[src/rtl/jpeg_frame_extractor.sv]
// jpeg_frame_extractor: captures one SOI..EOI JPEG frame from a byte stream and re-emits it paced for the word packer
module jpeg_frame_extractor #(
   parameter int FIFO_DEPTH      = 16,
   parameter int MAX_FRAME_BYTES = 65536,
   parameter int STALL_CYCLES    = 5
) (
   input  logic        clk_in,
   input  logic        rst_in,
   input  logic        enable_in,
   input  logic        data_valid_in,
   input  logic [7:0]  byte_in,
   output logic        data_valid_out,
   output logic [7:0]  byte_out,
   output logic        complete_out,
   output logic        frame_done_out,
   output logic [16:0] frame_bytes_out,
   output logic        busy_out,
   output logic        error_out
);
   localparam int AW = $clog2(FIFO_DEPTH);
   localparam logic [17:0] MAX_CNT = 18'(MAX_FRAME_BYTES);
   localparam logic [7:0] STALL = 8'(STALL_CYCLES);
   localparam logic [AW:0] PTR_ONE = (AW+1)'(1);
   typedef enum logic [1:0] {HUNT, FRAME, EOI} state_t;
   state_t state, state_nxt;
   logic [7:0] held;
   logic held_v;
   logic [17:0] byte_cnt, push_cnt;
   logic [16:0] pend_cnt;
   logic [8:0] mem [FIFO_DEPTH];
   logic [8:0] head, push_data;
   logic [AW:0] wr_ptr, rd_ptr;
   logic [7:0] stall_cnt;
   logic [1:0] out_idx;
   logic want, push, pop, full, empty, abort, soi;
   assign empty = wr_ptr == rd_ptr;
   assign full = wr_ptr[AW-1:0] == rd_ptr[AW-1:0] && wr_ptr[AW] != rd_ptr[AW];
   assign pop = !empty && stall_cnt == 8'd0;
   assign head = mem[rd_ptr[AW-1:0]];
   assign soi = held_v && held == 8'hFF && byte_in == 8'hD8;
   assign busy_out = state != HUNT || !empty || stall_cnt != 8'd0;
   always_comb begin
      want = state == EOI || (state == FRAME && data_valid_in) || (state == HUNT && enable_in && data_valid_in && soi);
      push_data = {state == EOI, held};
      push_cnt = state == HUNT ? 18'd1 : byte_cnt + 18'd1;
      // a push that would overflow the buffer or the frame length limit is dropped and kills the frame
      abort = want && ((full && !pop) || push_cnt > MAX_CNT);
      push = want && !abort;
      state_nxt = (abort || state == EOI) ? HUNT :
                  (state == HUNT && want) ? FRAME :
                  (state == FRAME && data_valid_in && held == 8'hFF && byte_in == 8'hD9) ? EOI : state;
   end
   always_ff @(posedge clk_in) begin
      if (rst_in) state <= HUNT;
      else state <= state_nxt;
   end
   always_ff @(posedge clk_in) begin
      if (push) mem[wr_ptr[AW-1:0]] <= push_data;
   end
   always_ff @(posedge clk_in) begin
      if (rst_in) begin
         wr_ptr <= '0;
         rd_ptr <= '0;
         held <= '0;
         held_v <= 1'b0;
         byte_cnt <= '0;
         pend_cnt <= '0;
         stall_cnt <= '0;
         out_idx <= '0;
         data_valid_out <= 1'b0;
         byte_out <= '0;
         complete_out <= 1'b0;
         frame_done_out <= 1'b0;
         frame_bytes_out <= '0;
         error_out <= 1'b0;
      end else begin
         if (push) begin
            wr_ptr <= wr_ptr + PTR_ONE;
            byte_cnt <= push_cnt;
         end
         if (push && state == EOI) pend_cnt <= push_cnt[16:0];
         if (abort) error_out <= 1'b1;
         if (((state == HUNT && enable_in) || state == FRAME) && data_valid_in) held <= byte_in;
         held_v <= (abort || state == EOI || (state == HUNT && !enable_in)) ? 1'b0 :
                   (state == HUNT && data_valid_in) ? 1'b1 : held_v;
         data_valid_out <= pop;
         complete_out <= pop && head[8];
         if (pop) byte_out <= head[7:0];
         frame_done_out <= complete_out;
         if (complete_out) frame_bytes_out <= pend_cnt;
         // out_idx wraps 3->0 on its own; the last byte of a frame also restarts the group
         if (pop) begin
            rd_ptr <= rd_ptr + PTR_ONE;
            stall_cnt <= (out_idx == 2'd3 || head[8]) ? STALL : '0;
            out_idx <= head[8] ? 2'd0 : out_idx + 2'd1;
         end else if (stall_cnt != 8'd0) stall_cnt <= stall_cnt - 8'd1;
      end
   end
endmodule

[config.mk]
export PLATFORM = sky130hd
export DESIGN_NAME = jpeg_frame_extractor
export DESIGN_NICKNAME = d
export VERILOG_FILES = /design/src/rtl/jpeg_frame_extractor.sv
export SDC_FILE = /design/constraint.sdc
export NUM_CORES = 1
export LEC_CHECK = 0
export ABC_AREA = 1
export BUFFER_PORTS_ARGS = -buffer_cell sky130_fd_sc_hd__clkbuf_2
export CAP_MARGIN = 30
export CORE_ASPECT_RATIO = 1.4
export CORE_MARGIN = 5
export CORE_UTILIZATION = 30
export CTS_BUF_LIST = sky130_fd_sc_hd__clkbuf_8 sky130_fd_sc_hd__clkbuf_16
export DETAILED_ROUTE_END_ITERATION = 7
export GPL_TIMING_DRIVEN = 0
export SLEW_MARGIN = 5
export SYNTH_ARGS = -nofsm -noshare
export SYNTH_HDL_FRONTEND = slang
export SYNTH_SLANG_ARGS = --single-unit
[constraint.sdc]
create_clock -name clk_in -period 4.1 [get_ports clk_in]
set_input_delay 0.205 -clock clk_in [delete_from_list [all_inputs] [get_ports clk_in]]
set_output_delay 0.205 -clock clk_in [all_outputs]
set_load 0.01 [all_outputs]
---- Word level (Yosys, flattened, before mapping) ----
Memory sizes are Yosys's and may differ from the RTL's. A register that Yosys moved wholly into a read port is not among the register bits.
Index checks and enable logic that the tools add are counted.
word-level totals
  memories kept ........................... 1
  output and inout port bits .............. 30
  memory bits (writable) .................. 144
  input port bits ......................... 12
  logic and storage cells ................. 84
  register bits after elaboration ......... 95
cells by class
  $add $sub $neg .......................... 5
  reductions and logical operators ........ 41
  order comparisons ....................... 1
  eq/ne operators ......................... 9
  multiplexer cells ....................... 11
memory list
  name  depth  width  rd ports  clocked after Yosys merged registers in  wr ports  RTL line  source
  mem   16     9      1         1                                        1         30        logic [8:0] mem [FIFO_DEPTH];
operators by type and width
  operator               number
  $eq 8x8->1 const B     3
  $logic_and 1x1->1      19
  $add 18x1->18 const B  1
  $gt 18x17->1 const B   1
  $mux 18                1
  $mux 8                 2
  $add 5x1->5 const B    2
  $logic_or 1x1->1       9
  $logic_not 8->1        1
  $mux 4                 2
  $reduce_bool 8->1      1
  $sub 8x1->8 const B    1
  $reduce_bool 2->1      3
  $eq 5x5->1             1
  $eq 2x2->1 const B     2
  $eq 4x4->1             1
  $logic_not 1->1        4
  $mux 1                 4
  $reduce_or 2->1        2
  $mux 3                 1
  $reduce_or 3->1        1
  $add 2x1->2 const B    1
  $eq 2x1->1 const B     1
  $logic_not 2->1        1
  other kinds (2)        2

---- Longest topological paths before layout ----
Gate-level depths: netlist of the first run.
  depth in word-level cells ............... 11
  mapped depth ............................ 17
  gate-level depth less buffers ........... 16

---- Worst setup path after synthesis of the first run ----
No wires, ideal clock.
  path kind ............................... reg-to-reg
  from .................................... register state[1]
  to ...................................... memory mem[0][0] (enable)
  required time ........................... 3.726 ns
  data arrival time ....................... 2.209 ns
  path slack .............................. 1.517 ns
  setup time .............................. 0.374 ns
  period minus slack after synthesis ...... 2.583 ns
  cell stages (with the launch flop) ...... 9
  buffers on the path ..................... 1
  path through ............................ dfxtp_1 -> inv_1 -> nor2_1 -> or3_1 -> clkbuf_1 -> nand3_4 -> inv_2 -> nand2_1 -> nor2_1
on the way
  elaborated cells between the ends (all ways) .. 17
  those cells by class .................... 1 x order compare; 2 x eq/ne; 3 x mux; 11 x reduce/logical
RTL lines
  what                               RTL line  source
  from (decl)                        25        state_t state, state_nxt;
  from (signal assigned)             55        else state <= state_nxt;
  $eq 2x2->1 (*)                     -
  named net push_data[8]             31        logic [8:0] head, push_data;
  $logic_or 1x1->1 (*) (2 in a row)  43        want = state == EOI || (state == FRAME && data_valid_in) || (state == HUNT && enable_in && data_valid_in && so ...
  $logic_and 1x1->1                  47        abort = want && ((full && !pop) || push_cnt > MAX_CNT);
  $logic_not 1->1                    48        push = want && !abort;
  $logic_and 1x1->1 (*)              48
  $mux 1 (*)                         58        if (push) mem[wr_ptr[AW-1:0]] <= push_data;
  $mux 1 (not written as such) (*)   58
  to (decl)                          30
Mark *: on every way through the listed nets, which the timed path passes. The rest lies on a longest branch.

---- Worst setup path after layout of the first run ----
  from .................................... register held[3]
  to ...................................... memory mem[0][5] (enable)
on the way
  longest elaborated chain between the ends .. 10
RTL lines
  what                                RTL line  source
  from (decl)                         26        logic [7:0] held;
  from (signal assigned)              83        if (((state == HUNT && enable_in) || state == FRAME) && data_valid_in) held <= byte_in;
  $eq 8x8->1 (*)                      40        assign soi = held_v && held == 8'hFF && byte_in == 8'hD8;
  $logic_and 1x1->1 (*) (2 in a row)  40
  $logic_and 1x1->1 (*)               43
  $logic_or 1x1->1 (*)                43
  $logic_and 1x1->1                   47
  $logic_not 1->1                     48
  $logic_and 1x1->1 (*)               48
  $mux 1 (*)                          58
  $mux 1 (not written as such) (*)    58
Every way passes the cells marked *; elsewhere a longest branch is shown, timed or not.

==> key figures, run 1 <==
Outcome
  – Outcome: completed

Global routing
  – Wire length of the first global-routing pass: between 40 and 50 mm
  – Number of global-route vias before repair: 7,763
  – Number of antenna violations at the first check in global routing: 0
  – Remaining global-route overflow: 0
  – Pin count of the biggest net entering global routing: 19
  – Global-route total usage across every layer: 13.7%

Clock network
  – Count of cells resized by post-cts repair: 0
  – Maximum clock insertion buffer count: 3
  – TritonCTS buffer count: 25
  – Root buffer selected by CTS: sky130_fd_sc_hd__clkbuf_16
  – Clock transition at the register clock pins on the worst setup and hold paths after CTS: 0.06 ns
  – Clock tree from TritonCTS: yes
  – H-tree levels: 1
  – Number of buffers inserted by post-CTS setup repair: 0
  – Source-to-sink clock delay at the later pin of the worst-skew pair: 0.52 ns
  – Count of hold-fix buffers inserted at cts: 9
  – Clock sink count: 243

Drt
  – Detailed-route wire length per cell: ~16 um
  – Count of TritonRoute iterations in the first routing pass: 5
  – Aggregate routed wire length: 26.5 mm
  – DRC: 0
  – Vias/cell: around 4.8
  – Vias: 7,658
  – Number of nets with antenna violations after detailed routing: 0
  – Iteration-0 DRC count of the detailed router: 610

Worst hold path
  – Depth of the worst hold-timing path: 5
  – End point of the worst hold path: held_v$_SDFFE_PP0P_
  – Worst Hold Launch: data_valid_in
  – Hold Crit Class: in2reg

Layout
  – Area delta synth->final: 16.8%
  – Fraction of final layout cells sized beyond drive strength 1: 10.4%
  – N_diodes: 0
  – Final Non-Filler Cells: 1,609
  – Most common library cell in the layout ignoring fill and taps: sky130_fd_sc_hd__nor2_1
  – Net total in the final layout: between 1,000 and 1,500
  – Commonest cells after routing, fill and taps aside: sky130_fd_sc_hd__nor2_1, sky130_fd_sc_hd__edfxtp_1, sky130_fd_sc_hd__nand2_1
  – Fillcell total: roughly 3,500

Synthesis
  – Mean instance size in the synthesized netlist: 9.75 um2
  – Post-Synthesis Cell Area: roughly 10,000 um2
  – Flip-flop and latch count after synthesis: 243
  – Cell taking the most area after synthesis: sky130_fd_sc_hd__edfxtp_1
  – Register area share after synthesis: 61.3%
  – Top cells by area in the synthesized netlist: sky130_fd_sc_hd__edfxtp_1, sky130_fd_sc_hd__dfxtp_1, sky130_fd_sc_hd__nor2_1, sky130_fd_sc_hd__nand2_1, sky130_fd_sc_hd__o21ai_0
  – Total of warnings raised by yosys: 0
  – Yosys cell types: 42
  – Synth Instances: 1,055
  – Area share of the leading cell type in the synthesized netlist: 42.0%
  – Synth Net Count: 1,075
  – Async set-reset flop share out of synthesis: 0%
  – Commonest register cell after synthesis: sky130_fd_sc_hd__edfxtp_1
  – Post-synth EDFFs: 144

Floorplanning
  – Total Die Area: between 30,000 and 40,000 um2
  – Num rows: 80
  – Die span in x: 166 um
  – Area inside the core boundary: 34,000 um2
  – Die Span Y: between 200 and 250 um
  – Starting density of the core: slightly above 30%
  – Count of pins on the block boundary: 42

Setup path
  – Start point of the critical path: held[3]$_SDFFE_PP0P_
  – Cell repeated most along the worst path: sky130_fd_sc_hd__nor2_1
  – Sequence of cells on the critical path: nand4_1 -> nor2_1 -> nand4_1 -> nor2_1 -> or3_1 -> clkbuf_1 -> nand3_4 -> inv_2 -> nand2_1 -> nor2_1
  – Worst-case reg-to-reg path depth: 10
  – Capturing point of the worst reg2reg path: mem[0][5]$_DFFE_PP_
  – Crit path max-delay cell type: sky130_fd_sc_hd__dfxtp_1
  – Reg-to-reg setup timing slack: slightly below 0.7 ns
  – Largest driver fanout on the critical path: 18
  – Critical path data required time: 4.23 ns
  – Crit path buf inv count: 2
  – Kind of end point of the critical path: flip-flop
  – Type of the setup path with the least slack: reg2reg
  – Worst stage delay on the critical path: 0.87 ns
  – Startpoint of the worst register-to-register path: held[3]$_SDFFE_PP0P_
  – Critical Path Start Type: flip-flop
  – Crit path max-delay family: simple AND/OR/NAND/NOR gates
  – Arrival time at the worst endpoint: 3.54 ns

Timing
  – Post-Route Setup TNS: 0 ns
  – Number of max-slew violations in the final report: 0
  – Clk_skew: 0.0184 ns
  – Hold slack: 0.0554 ns
  – Worst-Margin Slew: roughly 0.95 ns
  – Worst relative slew slack: ~36%
  – Final Hold Viols: 0
  – Unrepaired setup endpoints after global routing: no
  – Maximum operating frequency: 0.294 GHz
  – Shortest clock period the worst path allows after layout: roughly 3.4 ns
  – Ratio of final minimum period to clock period: 83.1%
  – Count of final setup violators: 0

Run
  – Max-capacitance violation count: 0

Power and ir drop
  – Lkg Pwr: 4.56 nW
  – Power per Cell Area: 424 nW/um2
  – Largest voltage drop on the vdd net: 278 uV

Placed design
  – Port buffer count: 40
  – Half-perimeter wire length after detailed placement: approximately 19 mm
  – Placed cells: 1,550
  – Final weighted congestion of routability-driven global placement: roughly 0.86
## where the power goes
group	internal [W]	switching (W)
clock network	0.00128	0.000926
registers	0.00262	0.0000478
logic	0.0000837	0.000139
total	0.00398	0.00111
## area by class of cell
| type | instances | area, um2 | area share (%) |
|---|---|---|---|
| clock buffer | 30 | 706 | 5.88 |
| timing repair buffer | 57 | 350 | 2.92 |
| multi-input combinational | 646 | 3300 | 27.5 |
| inverter | 113 | 424 | 3.53 |
| clock inverter | 16 | 103 | 0.854 |
| tap | 451 | 564 | 4.70 |
| sequential | 243 | 6310 | 52.5 |
| buffer | 53 | 253 | 2.10 |
## kinds of logic (layout without fill, tap and decap cells)
kind of cell | Yosys count | count (layout) | synth area share, %
mux | 22 | 22 | 2.14
buf+inv | 166 | 269 | 6.58
fa+ha+maj | 8 | 8 | 0.973
compound gates | 203 | 203 | 11.6
xor+xnor | 6 | 6 | 0.511
flops | 243 | 243 | 61.3
simple gates | 407 | 407 | 16.9
## synth_stat cells (all sizes together) (2+ instances only)
cell type and number:
a31oi 8, dfxtp 99, nand2 130, inv 111
xnor2 2, o221ai 22, nand4 11, ha 8
clkbuf 37, edfxtp 144, clkinv 2, mux2i 22
o211ai 14, o21ai 106, nor2 201, o32ai 10
a21oi 40, xor2 4, nor3 10, or2 5
nand3 46, buf 16, nor3b 2
## tightest hold or removal path, delay by kind of cell
family          cells  cell delay, ns
compound gates      1            0.07
buf+inv             1            0.09
simple gates        3            0.18
## flip-flops by register name (all words and copies together), names as in the netlist, 2 cells and up, named ones only
signal	flops
byte_cnt	18
byte_out	8
frame_bytes_out	17
held	8
mem	144
out_idx	2
pend_cnt	17
rd_ptr	5
stall_cnt	8
state	2
wr_ptr	5
## per-layer routing
metal,global-route usage [%],vias up,wire (um)
li1,-,3761,-
met1,16.1,3663,10700
met2,25.0,185,13600
met3,2.12,49,1410
met4,4.96,0,825
met5,0,-,0
## how the worst max path moves through the flow
stage / end / slack, ns / cells after the start
4_1_cts: mem[13][1]$_DFFE_PP_ / 0.56 / 10
6_report: mem[0][5]$_DFFE_PP_ / 0.69 / 10
2_1_floorplan: mem[0][0]$_DFFE_PP_ / 1.52 / 8
3_5_place_dp: mem[13][1]$_DFFE_PP_ / 0.59 / 10
5_1_grt: mem[0][5]$_DFFE_PP_ / 0.22 / 10
3_3_place_gp: mem[4][7]$_DFFE_PP_ / 0.59 / 8
## per-stage QoR
stage	worst slack, ns	area [um2]	total power, W	util, %
after detailed placement	0.587	11100	0.00294	32.6
final	0.695	12000	0.00510	35.3
after global routing	0.224	12000	0.00529	35.3
after floorplan	1.52	10300	0.00286	-
after CTS	0.555	12000	0.00514	35.2
after global placement	0.589	11000	0.00293	32.5
Power figures use the tool's default switching activity.
==> run 2, diff against run 1 <==
ABC_AREA = 0   (was 1)
clock period = 3.2 ns   (was 4.1 ns; I/O delays follow)
==> key figures, run 2 <==
Outcome
  – Outcome: completed

Drt
  – Vias/cell: 4.91 (+3.3%)
  – Detailed-route wire length per cell: 19.4 um (+18%)
  – Count of TritonRoute iterations in the first routing pass: 4 (-1)
  – Aggregate routed wire length: 24.9 mm (-6.1%)
  – Iteration-0 DRC count of the detailed router: 325 (-47%)
  – DRC: 0 (unchanged)
  – Number of nets with antenna violations after detailed routing: 0 (unchanged)
  – Vias: 6,315 (-18%)

Global routing
  – Wire length of the first global-routing pass: 38.3 mm (-9.6%)
  – Pin count of the biggest net entering global routing: 19 (unchanged)
  – Number of global-route vias before repair: 6,512 (-16%)
  – Global-route total usage across every layer: 12.8% (-0.88 points)
  – Number of antenna violations at the first check in global routing: 0 (unchanged)
  – Remaining global-route overflow: 0 (unchanged)

Layout
  – Fillcell total: 3,403 (-1.5%)
  – Fraction of final layout cells sized beyond drive strength 1: 25.3% (+15 points)
  – Final cell utilization of the core: 35.6% (+0.29 points)
  – Net total in the final layout: 835 (-28%)
  – Number of flip-flops under the largest register name: 144 (unchanged)
  – Commonest cells after routing, fill and taps aside: sky130_fd_sc_hd__edfxtp_1, sky130_fd_sc_hd__dfxtp_1, sky130_fd_sc_hd__nor2_1
  – Area delta synth->final: 18.1%
  – N_diodes: 0 (unchanged)
  – Most common library cell in the layout ignoring fill and taps: sky130_fd_sc_hd__edfxtp_1
  – Final std cell area, no fill: 12,000 um2 (+0.23%)

Setup path
  – Startpoint of the worst register-to-register path: byte_cnt[6]$_SDFFE_PP0P_
  – Kind of end point of the critical path: flip-flop
  – Arrival time at the worst endpoint: 3.27 ns (-0.27 ns)
  – Critical path data required time: 3.45 ns (-0.78 ns)
  – Capturing point of the worst reg2reg path: mem[3][5]$_DFFE_PP_
  – Critical Path Start Type: flip-flop
  – Largest driver fanout on the critical path: 10 (-8)
  – Reg-to-reg setup timing slack: 0.18 ns (-0.52 ns)
  – Type of the setup path with the least slack: reg2reg
  – Worst-case reg-to-reg path depth: 9 (-1)

Placed design
  – Port buffer count: 41 (+2.5%)
  – Standard cell area after detailed placement: 11,000 um2 (-0.80%)
  – Final weighted congestion of routability-driven global placement: 0.890 (+3.4%)
  – Half-perimeter wire length after detailed placement: 17.4 mm (-7.3%)

Timing
  – Hold slack: 0.148 ns (+0.0929 ns)
  – Ratio of final minimum period to clock period: 94.4% (+11 points)
  – Shortest clock period the worst path allows after layout: 3.02 ns (-0.383 ns)
  – Worst-Margin Slew: 0.870 ns (-0.0844 ns)
  – Post-Route Setup TNS: 0 ns (unchanged)
  – Count of final setup violators: 0 (unchanged)
  – Worst relative slew slack: 42.0% (+5.9 points)
  – Maximum operating frequency: 0.331 GHz (+13%)
  – Clk_skew: 0.0318 ns (+0.0134 ns)
  – Number of max-slew violations in the final report: 0 (unchanged)
  – Unrepaired setup endpoints after global routing: no
  – Final Hold Viols: 0 (unchanged)

Worst hold path
  – Depth of the worst hold-timing path: 3 (-2)
  – Worst Hold Launch: rst_in
  – End point of the worst hold path: state[0]$_SDFFE_PP0P_
  – Hold Crit Class: in2reg

Clock network
  – Clock tree from TritonCTS: yes
  – Clock sink count: 243 (unchanged)
  – Root buffer selected by CTS: sky130_fd_sc_hd__clkbuf_16
  – Clock transition at the register clock pins on the worst setup and hold paths after CTS: 0.06 ns (about the same)
  – TritonCTS buffer count: 26 (+4.0%)
  – Maximum clock insertion buffer count: 3 (unchanged)
  – H-tree levels: 1 (unchanged)
  – Source-to-sink clock delay at the later pin of the worst-skew pair: 0.54 ns (+0.02 ns)

Floorplanning
  – Die Span Y: 228 um (-0.44%)
  – Starting density of the core: 30.1% (-0.099 points)
  – Total Die Area: 37,800 um2 (-0.86%)
  – Num rows: 80 (unchanged)
  – Die span in x: 166 um (-0.43%)
  – Count of pins on the block boundary: 42 (unchanged)
  – Area inside the core boundary: 33,800 um2 (-0.59%)

Power and ir drop
  – Largest voltage drop on the vdd net: 314 uV (+13%)
  – Power per Cell Area: 549 nW/um2 (+29%)
  – Switching Share: 21.9% (+0.075 points)
  – Reported net switching power: 0.00145 W (+30%)
  – Lkg Pwr: 4.25 nW (-6.6%)
  – Part of the power in registers: 51.4% (-0.9 points)
  – Cell-internal power: 0.00516 W (+30%)
  – Share of power burned in the clock network: 43.7% (+0.4 points)
  – Comb pwr share: 4.8% (+0.4 points)

Synthesis
  – Flip-flop and latch count after synthesis: 243 (unchanged)
  – Synth Instances: 735 (-30%)
  – Yosys cell types: 63 (+50%)
  – Post-Synthesis Cell Area: 10,200 um2 (-0.91%)
  – Post-synth EDFFs: 144 (unchanged)
  – Top cells by area in the synthesized netlist: sky130_fd_sc_hd__edfxtp_1, sky130_fd_sc_hd__dfxtp_1, sky130_fd_sc_hd__mux4_2, sky130_fd_sc_hd__mux2i_1, sky130_fd_sc_hd__nor2_1
  – Top post-synthesis cells by count: sky130_fd_sc_hd__edfxtp_1, sky130_fd_sc_hd__dfxtp_1, sky130_fd_sc_hd__nor2_1, sky130_fd_sc_hd__mux4_2, sky130_fd_sc_hd__mux2i_1
  – Register area share after synthesis: 61.9% (+0.56 points)
  – Cell taking the most area after synthesis: sky130_fd_sc_hd__edfxtp_1
  – Mean instance size in the synthesized netlist: 13.9 um2 (+42%)
  – Commonest register cell after synthesis: sky130_fd_sc_hd__edfxtp_1
  – Async set-reset flop share out of synthesis: 0% (unchanged)
  – Synth Net Count: 755 (-30%)
  – Area share of the leading cell type in the synthesized netlist: 42.4% (+0.39 points)
  – Total of warnings raised by yosys: 0 (unchanged)
  – Most frequently used cell type in the post-synthesis netlist: sky130_fd_sc_hd__edfxtp_1

Run
  – Max-capacitance violation count: 0 (unchanged)
[run 2: cell types whose count changed after synthesis, sizes merged, moves of 22 or more]
| cell | delta |
|---|---|
| nor2 | -134 |
| inv | -103 |
| nand2 | -103 |
| o21ai | -92 |
| mux4 | +45 |
| nand3 | -24 |
| o221ai | -22 |
[run 2: power by group through the flow]
stage	clock (W)	sequential, W	combinational [W]
CTS	0.00295	0.00340	0.000321
finish	0.00289	0.00340	0.000320
floorplan	0	0.00344	0.000231
global placement	0	0.00346	0.000306
global route	0.00308	0.00340	0.000359
detailed placement	0	0.00347	0.000309
[run 2: area by class of cell]
type                       count  area (um2)  share of cell area (%)
inverter                       9        33.8                   0.281
clock buffer                  28         678                    5.63
buffer                        50         240                    2.00
multi-input combinational    431        3710                    30.8
sequential                   243        6320                    52.5
clock inverter                19         151                    1.26
tap                          451         564                    4.69
timing repair buffer          54         340                    2.83
[run 2: logic make-up (layout without fill, tap and decap cells)]
family,Yosys count,after routing,synth area share (%)
fa+ha+maj,8,8,0.982
flops,243,243,61.9
mux,82,82,13.6
compound gates,92,92,6.67
xor+xnor,26,26,2.23
simple gates,223,223,11.9
buf+inv,61,160,2.75
[run 2: repair_timing]
action | 4_1_cts | 5_1_grt
resized for setup | 33 | 8
hold endpoints to repair | 9 | 0
hold buffers | 10 | 0
buffers inserted | 1 | 0
endpoints found under the setup margin | 156 | 140
pin swaps | 1 | 0
[run 2: worst max path at each step]
stage | startpoint | end | cells past startpoint
after CTS | state[0]$_SDFFE_PP0P_ | mem[3][1]$_DFFE_PP_ | 9
after global routing | byte_cnt[6]$_SDFFE_PP0P_ | mem[3][5]$_DFFE_PP_ | 9
after floorplan | byte_cnt[0]$_SDFFE_PP0P_ | mem[3][0]$_DFFE_PP_ | 11
after detailed placement | byte_cnt[0]$_SDFFE_PP0P_ | mem[3][6]$_DFFE_PP_ | 11
after global placement | byte_cnt[0]$_SDFFE_PP0P_ | mem[3][6]$_DFFE_PP_ | 11
final | byte_cnt[6]$_SDFFE_PP0P_ | mem[3][5]$_DFFE_PP_ | 9
[run 2: routing by layer]
metal,part of all wire [%],GRT usage [%],up-vias
li1,-,-,2988
met5,0,0,-
met3,4.1,1.85,42
met2,54,23.9,140
met1,39,14.9,3145
met4,2.6,4.05,0
[run 2: worst max-delay path, stage by stage, from the launching register on]
cell and delay [ns]:
sky130_fd_sc_hd__dfxtp_1 0.49, sky130_fd_sc_hd__nand4_2 0.25, sky130_fd_sc_hd__nor4_4 0.39, sky130_fd_sc_hd__nand3_2 0.15, sky130_fd_sc_hd__a221oi_4 0.40, sky130_fd_sc_hd__a31oi_4 0.18, sky130_fd_sc_hd__buf_2 0.26, sky130_fd_sc_hd__buf_2 0.24
sky130_fd_sc_hd__nor4_4 0.21, sky130_fd_sc_hd__buf_12 0.18
[run 2: metrics by stage]
| step | cells | power [W] | worst slack (ns) |
|---|---|---|---|
| 3_5_place_dp | 1229 | 0.00377 | -0.746 |
| 3_3_place_gp | 1227 | 0.00377 | -0.717 |
| 6_report | 1285 | 0.00661 | 0.178 |
| 4_1_cts | 1286 | 0.00667 | 0.00403 |
| 2_1_floorplan | 735 | 0.00368 | 0.184 |
| 5_1_grt | 1285 | 0.00684 | 0.0181 |
==> run 3, diff against run 2 <==
PLACE_DENSITY = 0.57   (was default)
==> key figures, run 3 (synthesized netlist as in run 2, its figures left out) <==
Floorplanning
  – Die span in x: 166 um (unchanged)
  – Total Die Area: 37,800 um2 (unchanged)
  – Area inside the core boundary: 33,800 um2 (unchanged)
  – Num rows: 80 (unchanged)
  – Count of pins on the block boundary: 42 (unchanged)
  – Starting density of the core: 30.1% (unchanged)
  – Die Span Y: 228 um (unchanged)

Power and ir drop
  – Share of power burned in the clock network: 44.0% (+0.3 points)
  – Part of the power in registers: 51.2% (-0.2 points)
  – Comb pwr share: 4.8% (about the same)
  – Power per Cell Area: 549 nW/um2 (about the same)
  – Cell-internal power: 0.00519 W (+0.50%)
  – Largest voltage drop on the vdd net: 335 uV (+6.9%)
  – Switching Share: 21.8% (-0.11 points)
  – Overall power of the completed layout: 0.00663 W (+0.36%)
  – Lkg Pwr: 4.28 nW (+0.66%)
  – Reported net switching power: 0.00145 W (-0.13%)

Setup path
  – Type of the setup path with the least slack: reg2reg
  – Kind of end point of the critical path: flip-flop
  – Critical Path Start Type: flip-flop
  – Sequence of cells on the critical path: ha_4 -> and4_1 -> buf_2 -> nand2_1 -> xnor2_2 -> a221oi_4 -> a31oi_4 -> buf_2 -> buf_2 -> nor4_4 -> buf_12
  – Critical path data required time: 3.43 ns (-0.02 ns)
  – Crit path max-delay cell type: sky130_fd_sc_hd__dfxtp_2
  – Largest driver fanout on the critical path: 10 (unchanged)
  – Crit path buf inv count: 4 (+1)
  – Arrival time at the worst endpoint: 3.34 ns (+0.07 ns)
  – Cell repeated most along the worst path: sky130_fd_sc_hd__buf_2
  – Crit path max-delay family: buffers and inverters
  – Worst stage delay on the critical path: 0.46 ns (-0.03 ns)

Global routing
  – Remaining global-route overflow: 0 (unchanged)
  – Pin count of the biggest net entering global routing: 19 (unchanged)
  – Global-route total usage across every layer: 13.2% (+0.39 points)
  – Number of antenna violations at the first check in global routing: 0 (unchanged)
  – Number of global-route vias before repair: 6,742 (+3.5%)
  – Wire length of the first global-routing pass: 39.7 mm (+3.5%)

Clock network
  – Clock sink count: 243 (unchanged)
  – Clock tree from TritonCTS: yes
  – Root buffer selected by CTS: sky130_fd_sc_hd__clkbuf_16
  – H-tree levels: 1 (unchanged)
  – Maximum clock insertion buffer count: 3 (unchanged)
  – Source-to-sink clock delay at the later pin of the worst-skew pair: 0.52 ns (-0.02 ns)
  – Clock transition at the register clock pins on the worst setup and hold paths after CTS: 0.06 ns (about the same)
  – TritonCTS buffer count: 26 (unchanged)

Run
  – Max-capacitance violation count: 0 (unchanged)

Timing
  – Count of final setup violators: 0 (unchanged)
  – Shortest clock period the worst path allows after layout: 3.10 ns (+0.0801 ns)
  – Final critical-path setup slack: 0.0982 ns (-0.0801 ns)
  – Worst relative slew slack: 40.9% (-1.1 points)
  – Clk_skew: 0.0116 ns (-0.0202 ns)
  – Number of max-slew violations in the final report: 0 (unchanged)
  – Worst-Margin Slew: 0.886 ns (+0.0163 ns)
  – Final Hold Viols: 0 (unchanged)
  – Unrepaired setup endpoints after global routing: yes
  – Ratio of final minimum period to clock period: 96.9% (+2.5 points)
  – Maximum operating frequency: 0.322 GHz (-2.6%)

Placed design
  – Half-perimeter wire length after detailed placement: 17.5 mm (+0.36%)
  – Port buffer count: 41 (unchanged)
  – Placed cells: 1,229 (unchanged)
  – Final weighted congestion of routability-driven global placement: 0.860 (-3.4%)
  – Worst slack at placement: -0.733 ns (+0.0139 ns)

Layout
  – Register cell area after layout: 6320 um2 (about the same)
  – Number of flip-flops under the largest register name: 144 (unchanged)
  – Most common library cell in the layout ignoring fill and taps: sky130_fd_sc_hd__edfxtp_1
  – Fraction of final layout cells sized beyond drive strength 1: 25.7% (+0.36 points)
  – Final cell utilization of the core: 35.7% (+0.13 points)
  – Net total in the final layout: 838 (+0.36%)
  – N_diodes: 0 (unchanged)
  – Fillcell total: 3,336 (-2.0%)
  – Commonest cells after routing, fill and taps aside: sky130_fd_sc_hd__edfxtp_1, sky130_fd_sc_hd__dfxtp_1, sky130_fd_sc_hd__nor2_1
  – Area delta synth->final: 18.5%
  – Footprint of the multi-input gates: 3720 um2 (+0.37%)
  – Final Non-Filler Cells: 1,289 (+0.31%)

Drt
  – Iteration-0 DRC count of the detailed router: 440 (+35%)
  – DRC: 0 (unchanged)
  – Vias/cell: 4.92 (about the same)
  – Aggregate routed wire length: 25.1 mm (+0.74%)
  – Number of nets with antenna violations after detailed routing: 0 (unchanged)
  – Vias: 6,338 (+0.36%)
  – Detailed-route wire length per cell: 19.4 um (+0.43%)
  – Count of TritonRoute iterations in the first routing pass: 4 (unchanged)

Outcome
  – Outcome: completed

Worst hold path
  – Hold Crit Class: in2reg
## run 3: path summary, 6_finish.rpt
path	startpoint	end	slack (ns)	depth (start not counted)
min	rst_in	state[0]$_SDFFE_PP0P_	0.13	3
max reg2reg	byte_cnt[0]$_SDFFE_PP0P_	mem[3][6]$_DFFE_PP_	0.1	11
max	byte_cnt[0]$_SDFFE_PP0P_	mem[3][6]$_DFFE_PP_	0.1	11
min reg2reg	error_out$_SDFFE_PP0P_	error_out$_SDFFE_PP0P_	0.47	1
## run 3: what timing repair did
action	4_1_cts	5_1_grt
gates resized for setup	33	8
setup endpoints to repair	163	138
hold endpoints to repair	9	0
pin swaps	1	2
hold buffers	10	0
setup buffers	1	3
## run 3: area by class of cell
type,count,area share [%]
plain buffers,50,1.99
clock buffers,28,5.71
clock inverters,20,1.23
inverters,9,0.280
multi-input cells,431,30.8
flip-flops and latches,243,52.3
well taps,451,4.67
repair buffers,57,3.03
## run 3: power groups by stage
stage	clock [W]	sequential [W]	combinational (W)
2_1_floorplan	0	0.00344	0.000231
3_3_place_gp	0	0.00346	0.000304
3_5_place_dp	0	0.00347	0.000307
4_1_cts	0.00298	0.00340	0.000319
5_1_grt	0.00310	0.00340	0.000364
6_report	0.00292	0.00340	0.000315
## run 3: worst reg2reg max path, cell delays in order (launching register included)
cell and delay (ns):
sky130_fd_sc_hd__dfxtp_2 0.46, sky130_fd_sc_hd__ha_4 0.23, sky130_fd_sc_hd__and4_1 0.19, sky130_fd_sc_hd__buf_2 0.17
sky130_fd_sc_hd__nand2_1 0.14, sky130_fd_sc_hd__xnor2_2 0.21, sky130_fd_sc_hd__a221oi_4 0.31, sky130_fd_sc_hd__a31oi_4 0.20
sky130_fd_sc_hd__buf_2 0.25, sky130_fd_sc_hd__buf_2 0.25, sky130_fd_sc_hd__nor4_4 0.22, sky130_fd_sc_hd__buf_12 0.18
## run 3: metal layers
layer / part of all wire (%) / vias to the layer above / wire, um / GRT usage, %
li1: - / 2998 / - / -
met1: 39 / 3175 / 9750 / 15.3
met2: 55 / 118 / 13700 / 24.7
met3: 3.3 / 47 / 836 / 1.68
met4: 3.1 / 0 / 775 / 4.77
met5: 0 / - / 0 / 0
## run 3: metrics by stage
step	hold WS, ns	TNS (ns)	cell area [um2]
finish	0.128	0	12100
global route	0.142	-0.299	12100
CTS	0.107	0	12000
detailed placement	0.424	-75.34	11000
global placement	0.415	-72.93	11000
floorplan	0.308	0	10200
